**config.mk**
```make
export PLATFORM = sky130hd
export DESIGN_NAME = issue_scoreboard
export DESIGN_NICKNAME = d
export VERILOG_FILES = /design/src/rtl/issue_scoreboard.sv
export SDC_FILE = /design/constraint.sdc
export NUM_CORES = 1
export LEC_CHECK = 0
export CORE_MARGIN = 5
export CORE_UTILIZATION = 50
export DETAILED_ROUTE_END_ITERATION = 12
export PLACE_DENSITY = 0.78
export SLEW_MARGIN = 20
export SYNTH_ARGS = -nofsm -noshare
export SYNTH_HDL_FRONTEND = slang
export SYNTH_SLANG_ARGS = --single-unit
```
**constraint.sdc**
```tcl
create_clock -name clk -period 4.4 [get_ports clk]
set_clock_uncertainty 0.1 [all_clocks]
set_input_delay 0.66 -clock clk [delete_from_list [all_inputs] [get_ports clk]]
set_output_delay 0.66 -clock clk [all_outputs]
set_load 0.05 [all_outputs]
```
**src/rtl/issue_scoreboard.sv**
```systemverilog
// Issue scoreboard: per-register busy tracking, hazard check and one-hot unit issue.
// Optional macro SCB_FREE_BYPASS_EN lets same-cycle frees mask busy bits in the hazard check.
module issue_scoreboard #(
  parameter int NUM_REGS    = 64,
  parameter int RN_W        = 6,
  parameter int NUM_UNITS   = 5,
  parameter int UNIT_W      = 3,
  parameter int NUM_FREE    = 2,
  parameter int STALL_CNT_W = 16
) (
  input  logic                     clk,
  input  logic                     rst_n,
  input  logic                     in_valid,
  output logic                     in_ready,
  input  logic [UNIT_W-1:0]        in_unit,
  input  logic [RN_W-1:0]          in_rs1_rn,
  input  logic [RN_W-1:0]          in_rs2_rn,
  input  logic                     in_rs1_use,
  input  logic                     in_rs2_use,
  input  logic [RN_W-1:0]          in_rd_rn,
  input  logic [RN_W-1:0]          in_rd2_rn,
  input  logic                     in_rd_we,
  input  logic                     in_rd2_we,
  input  logic [NUM_UNITS-1:0]     unit_busy,
  output logic [NUM_UNITS-1:0]     unit_en,
  output logic [RN_W-1:0]          rd_out_rn,
  output logic [RN_W-1:0]          rd2_out_rn,
  input  logic [NUM_FREE*RN_W-1:0] free_rn,
  input  logic [NUM_FREE-1:0]      free_en,
  input  logic                     flush,
  output logic [NUM_REGS-1:0]      reg_busy,
  output logic [STALL_CNT_W-1:0]   stall_cnt
);

  // Handshake: an instruction issues on a cycle where in_valid && in_ready;
  // in_ready never looks at in_valid, and decode must hold the instruction until it issues.

  logic [NUM_REGS-1:0]  free_mask;
  logic [NUM_REGS-1:0]  set_mask;
  logic [NUM_REGS-1:0]  busy_view;
  logic [NUM_REGS-1:0]  busy_next;
  logic [NUM_UNITS-1:0] unit_en_next;
  logic                 raw_hazard;
  logic                 waw_hazard;
  logic                 unit_hazard;
  logic                 illegal_unit;
  logic                 dup_dest;
  logic                 issue;
  logic                 stall_inc;

  always_comb begin
    free_mask = '0;
    for (int k = 0; k < NUM_FREE; k++) begin
      if (free_en[k]) free_mask[free_rn[k*RN_W +: RN_W]] = 1'b1;
    end
  end

`ifdef SCB_FREE_BYPASS_EN
  assign busy_view = reg_busy & ~free_mask;
`else
  assign busy_view = reg_busy;
`endif

  // Register 0 is never busy, so it can never raise RAW or WAW.
  always_comb begin
    raw_hazard   = (in_rs1_use && (in_rs1_rn != '0) && busy_view[in_rs1_rn]) ||
                   (in_rs2_use && (in_rs2_rn != '0) && busy_view[in_rs2_rn]);
    waw_hazard   = (in_rd_we  && (in_rd_rn  != '0) && busy_view[in_rd_rn]) ||
                   (in_rd2_we && (in_rd2_rn != '0) && busy_view[in_rd2_rn]);
    dup_dest     = in_rd_we && in_rd2_we && (in_rd_rn == in_rd2_rn) && (in_rd_rn != '0);
    illegal_unit = 32'(in_unit) >= NUM_UNITS;
    unit_hazard  = 1'b0;
    for (int u = 0; u < NUM_UNITS; u++) begin
      if (32'(in_unit) == u) unit_hazard = unit_busy[u];
    end
  end

  assign in_ready  = !(raw_hazard || waw_hazard || dup_dest || illegal_unit || unit_hazard) && !flush;
  assign issue     = in_valid && in_ready;
  assign stall_inc = in_valid && !in_ready && !flush;

  always_comb begin
    set_mask = '0;
    if (issue && in_rd_we)  set_mask[in_rd_rn]  = 1'b1;
    if (issue && in_rd2_we) set_mask[in_rd2_rn] = 1'b1;
    // Set wins over a same-cycle free: the register belongs to the new writer.
    busy_next    = (reg_busy & ~free_mask) | set_mask;
    busy_next[0] = 1'b0;
    unit_en_next = '0;
    for (int u = 0; u < NUM_UNITS; u++) begin
      unit_en_next[u] = issue && (32'(in_unit) == u);
    end
  end

  always_ff @(posedge clk or negedge rst_n) begin
    if (!rst_n) begin
      reg_busy   <= '0;
      unit_en    <= '0;
      rd_out_rn  <= '0;
      rd2_out_rn <= '0;
      stall_cnt  <= '0;
    end else begin
      reg_busy <= busy_next;
      unit_en  <= unit_en_next;
      if (issue) begin
        rd_out_rn  <= in_rd_rn;
        rd2_out_rn <= in_rd2_rn;
      end
      if (stall_inc && (stall_cnt != '1)) stall_cnt <= stall_cnt + 1'b1;
    end
  end

endmodule

```
==> metrics.txt, run 1 <==
Post-synth EDFFs 0; dpl ws roughly 160 ps; Ys Warns 0; first-pass GRT wire length ~50,000 um; Vias ~8,300; port bufs 150; total track usage 0.369; Setup TNS 0 ps; Post-Syn Nets roughly 820; crit share post-route 0.959; Layout area overhead 27.4%; largest net degree at the start of global routing 76; Num CTS Buffers 9; post-CTS setup buffers 0; Slew Viols, Final 0; max-cap violations 0; ys async rst share 1.00; post-CTS sizing 0; RSZ-0062 raised after global routing false; Initial Utilization 0.513; LEAKAGE between 3 and 4 nW; core area approximately 0.015 sq mm; die width 133 um; CP arrival roughly 3500 ps; Die Y roughly 130 um; DR iter-0 viols between 1,000 and 1,500; outcome completed; Worst Setup End Kind primary output; post-synth top area share 0.320; routed length per instance 30.9 um; Final WS setup between 150 and 200 ps; Avg Inst Size Synth 9.88 sq um; GP Congestion just over 1; drt via density 7.68; Period minus WS final 4220 ps; post-synth top area cell dfrtp_1; Tightest Pin Transition 988 ps; Clock Path Buffers 2; Crit path required time 3640 ps; clk sinks 96; max frequency 0.237 GHz; DIE AREA ~0.018 sq mm; htree depth 3; Pwr per Cell Area roughly 310 mW/mm^2; CTS tree built; final setup vio count 0; # hold bufs at CTS 0; startpoint types input pin; VDD IR max about 390 uV; worst min-delay path class in2async; Remaining Overflow, GRT 0; fillers 1,147; Post-DRT Antenna Nets 0; DP HPWL about 23,000 um; Layout Nets around 950; number of global-route vias before repair slightly above 8,000; drt drc 0; Main synth FF type dfrtp_1; Slew HR 0.341; FP Rows 44; post-synthesis sequential area ratio 0.320; Final Hold Viols 0; register area between 0.002 and 0.0025 sq mm; top cells by area, synth dfrtp_1, mux4_2, a22oi_1; root buffer cell clkbuf_16; Total Wirelength roughly 33,000 um; Synth Instances 760; CP Class in2out; Top Ports about 150; initial antenna violation count 0; multi-input combinational cell area roughly 0.0047 sq mm; share of layout cells above drive strength 1 0.154; clk slew on worst S/H paths around 70 ps; #FFs+latches synth 96; Ant. Diodes 0; Worst Path Max Fanout 26; First-pass DRT Iterations 10; count of cell types in the netlist 63; Skew-Pair Late Insertion Delay 350 ps; Mapped Area about 0.0075 sq mm
[stage by stage]
step,area (sq um),utilization,std cells,total power [mW],hold slack [ps]
after floorplan,7510,-,760,1.75,264
after global placement,9260,0.633,1066,2.17,379
after detailed placement,9260,0.633,1066,2.18,380
after CTS,9570,0.654,1082,3.00,400
after global routing,9570,0.654,1082,3.11,417
final,9570,0.654,1082,3.01,378
[final cells by class]
cell class | instances | share of cell area
multi-input cells | 584 | 0.496
clock buffers | 12 | 0.0268
repair buffers | 193 | 0.193
flip-flops and latches | 96 | 0.251
inverters | 9 | 0.00353
well taps | 184 | 0.0241
clock inverters | 4 | 0.00536
[state kept, by name, summed over array words and instances (netlist names)]
register	cells
rd2_out_rn	6
unit_en	5
stall_cnt	16
rd_out_rn	6
reg_busy	63
[per-layer routing]
layer  global-route usage  part of all wire
met2                0.552              0.44
met4                0.181             0.062
met5               0.0167            0.0016
met3                0.122              0.15
met1                0.481              0.35
[critical path: stages]
cell and delay (ps):
clkdlybuf4s50_1 580, buf_4 360, nor2b_1 220, a32oi_1 240, a41oi_1 270, a2111oi_2 370, nand3_1 160, a211oi_2 220
buf_4 210, buf_12 150
[cell usage in the layout (no fill, tap or decap), drive strengths merged, types with 3 or more instances in the layout]
cell,netlist,routed
or3b,6,6
nor4b,3,3
buf,38,46
o211ai,13,13
a2111oi,4,4
a221oi,4,4
and2,4,4
inv,8,9
nand2b,11,11
and3,7,7
a22oi,68,68
nor3b,16,16
nand3,25,25
nor2b,19,19
a32oi,4,4
o221ai,53,53
mux2i,20,20
o21ai,69,69
nand2,51,51
clkdlybuf4s50,0,147
xnor2,17,17
clkbuf,33,12
nand3b,16,16
a31oi,7,7
mux4,46,46
or3,5,5
and3b,6,6
nor2,24,24
a21oi,3,3
dfrtp,96,96
mux2,22,22
nand4,12,12
nor3,13,13
o22ai,6,6
[final timing paths]
check / from / to / slack, ps / depth (start not counted)
min in group clk: rd_out_rn[3] / rd_out_rn[3] / 390 / 1
max in group asynchronous: rst_n / reg_busy[16] / 2910 / 2
max: in_rd_rn[1] / in_ready / 180 / 10
min: rst_n / reg_busy[51] / 380 / 1
min reg2reg: rd_out_rn[3] / rd_out_rn[3] / 390 / 1
max reg2reg: reg_busy[58] / stall_cnt[15] / 1020 / 10
[where the power goes]
group	internal [mW]	switching, mW	leakage, nW
Combinational	0.399	0.674	1.96
Clock	0.473	0.346	0.149
Sequential	0.974	0.144	1.30
Total	1.85	1.16	3.41
[synthesized netlist by cell type, drive strengths merged (3+ instances only)]
master / number
nand2: 51
dfrtp: 96
o21ai: 69
xnor2: 17
nand3b: 16
or3: 5
mux2: 22
o211ai: 13
nor2b: 19
nor3b: 16
nor3: 13
nor4b: 3
nand4: 12
nand3: 25
or3b: 6
a22oi: 68
o221ai: 53
a31oi: 7
and3: 7
a21oi: 3
nand2b: 11
a32oi: 4
o22ai: 6
buf: 38
mux4: 46
inv: 8
nor2: 24
and3b: 6
a221oi: 4
mux2i: 20
and2: 4
a2111oi: 4
clkbuf: 33
[cell families after synthesis]
group | after synthesis | share of synthesized area
AOI/OAI and AO/OA | 251 | 0.241
DFF | 96 | 0.320
buffers and inverters | 80 | 0.0485
and+or+nand+nor | 224 | 0.169
xor gates and xnor gates | 19 | 0.0222
adders and majority gates | 1 | 0.00167
muxes | 88 | 0.198
other | 1 | 0.000499
Note: power is estimated with default switching activity, not from simulation.
==> inputs of run 2 (changes only) <==
--- a/config.mk
+++ b/config.mk
@@ -6,10 +6,10 @@
 export NUM_CORES = 1
 export LEC_CHECK = 0
 export CORE_MARGIN = 5
-export CORE_UTILIZATION = 50
+export CORE_UTILIZATION = 57
 export DETAILED_ROUTE_END_ITERATION = 12
-export PLACE_DENSITY = 0.78
-export SLEW_MARGIN = 20
+export PLACE_DENSITY = 0.87
+export SLEW_MARGIN = 25
 export SYNTH_ARGS = -nofsm -noshare
 export SYNTH_HDL_FRONTEND = slang
 export SYNTH_SLANG_ARGS = --single-unit
==> metrics.txt, run 2 (synthesized netlist as in run 1, its figures left out) <==
outcome completed; Skew-Pair Late Insertion Delay around 350 ps; Remaining Overflow, GRT 0; total track usage 0.376; startpoint types input pin; worst hold slack around 250 ps; Layout area overhead 28.2%; commonest non-fill, non-tap cells in the layout clkdlybuf4s50_1, dfrtp_1, o21ai_0, a22oi_1, o221ai_1; DP HPWL ~23,000 um; drt via density 7.51; number of global-route vias before repair around 8,000; Worst Setup End Kind primary output; DR iter-0 viols roughly 1,400; Slew Viols, Final 0; commonest non-fill, non-tap cell in the layout clkdlybuf4s50_1; Post-DRT Antenna Nets 0; Num CTS Buffers 9; largest registers reg_busy x63, stall_cnt x16; Tightest Pin Transition 1070 ps; LEAKAGE 3.43 nW; Crit path required time 3640 ps; initial antenna violation count 0; port bufs 150; FP Rows 42; RSZ-0062 raised after global routing false; CP Launch Point in_unit[1]; routed length per instance 28.1 um; Top Ports around 150; Setup TNS 0 ps; clk sinks 96; htree depth 3; CP Class in2out; Clock Path Buffers 2; Final WS setup roughly 120 ps; largest net degree at the start of global routing between 70 and 80; Vias 8,053; worst min-delay path class in2async; GP Congestion a little over 1; drt drc 0; DIE AREA approximately 0.016 sq mm; first-pass GRT wire length 46,200 um; Final Hold Viols 0; Period minus WS final roughly 4300 ps; clk slew on worst S/H paths ~60 ps; Ant. Diodes 0; Total Wirelength 30,100 um; die width 125 um; Pwr per Cell Area around 320 mW/mm^2; share of layout cells above drive strength 1 0.153; Worst Path Max Fanout 7; max reg flops between 60 and 70; overall power 3.09 mW; Slew HR 0.281; Die Y between 100 and 150 um; dpl ws around 39 ps; CTS tree built; max-cap violations 0; max frequency approximately 0.23 GHz; crit share post-route 0.973; reg-to-reg startpoint reg_busy[8]; VDD IR max roughly 380 uV; Layout Nets 948; Reg with most FFs reg_busy; First-pass DRT Iterations 6; CP arrival 3520 ps; core area 0.0131 sq mm; root buffer cell clkbuf_16; final setup vio count 0; Initial Utilization 0.574
run 2: worst max-delay path, cell delays in order:
cell and delay, ps:
clkdlybuf4s50_1 520, or3_1 420, a21oi_1 140, o21ai_0 260, a2111oi_1 580, buf_4 190, nand4_1 140, a211oi_2 250
buf_4 200, buf_12 140
run 2: timing repair:
action / 4_1_cts / 5_1_grt
gates resized for setup: 0 / 1
buffers inserted: 0 / 0
hold buffers: 0 / 0
endpoints found under the setup margin: 0 / 1
run 2: final timing paths:
check / endpoint / slack (ps) / cells after the start
max: in_ready / 120 / 10
min: unit_en[1] / 250 / 1
max reg2reg: reg_busy[63] / 840 / 11
min reg2reg: rd_out_rn[2] / 380 / 2
max in group asynchronous: reg_busy[33] / 3170 / 2
min in group clk: rd_out_rn[2] / 380 / 2
run 2: metal layers:
layer	GRT usage	part of all wire	vias to the layer above
li1	-	-	3327
met1	0.493	0.36	3893
met2	0.592	0.46	712
met3	0.0978	0.13	121
met4	0.159	0.042	0
met5	0	0	-
run 2: per-stage QoR:
step	area, sq um	cells	utilization
after floorplan	7510	760	-
after global placement	9290	1058	0.710
after detailed placement	9290	1058	0.710
after CTS	9620	1072	0.735
after global routing	9630	1072	0.736
final	9630	1072	0.736
run 2: power breakdown:
part           total [mW]  internal [mW]  switching, mW
clock network       0.895          0.551          0.343
logic                1.08          0.405          0.673
registers            1.11          0.975          0.139
total                3.09           1.93           1.16
run 2: cell type report:
type	count	area, sq um
fillers	892	3460
clock inverters	5	106
repair buffers	193	1890
multi-input cells	584	4750
flip-flops and latches	96	2400
inverters	9	33.8
clock buffers	9	225
well taps	176	220
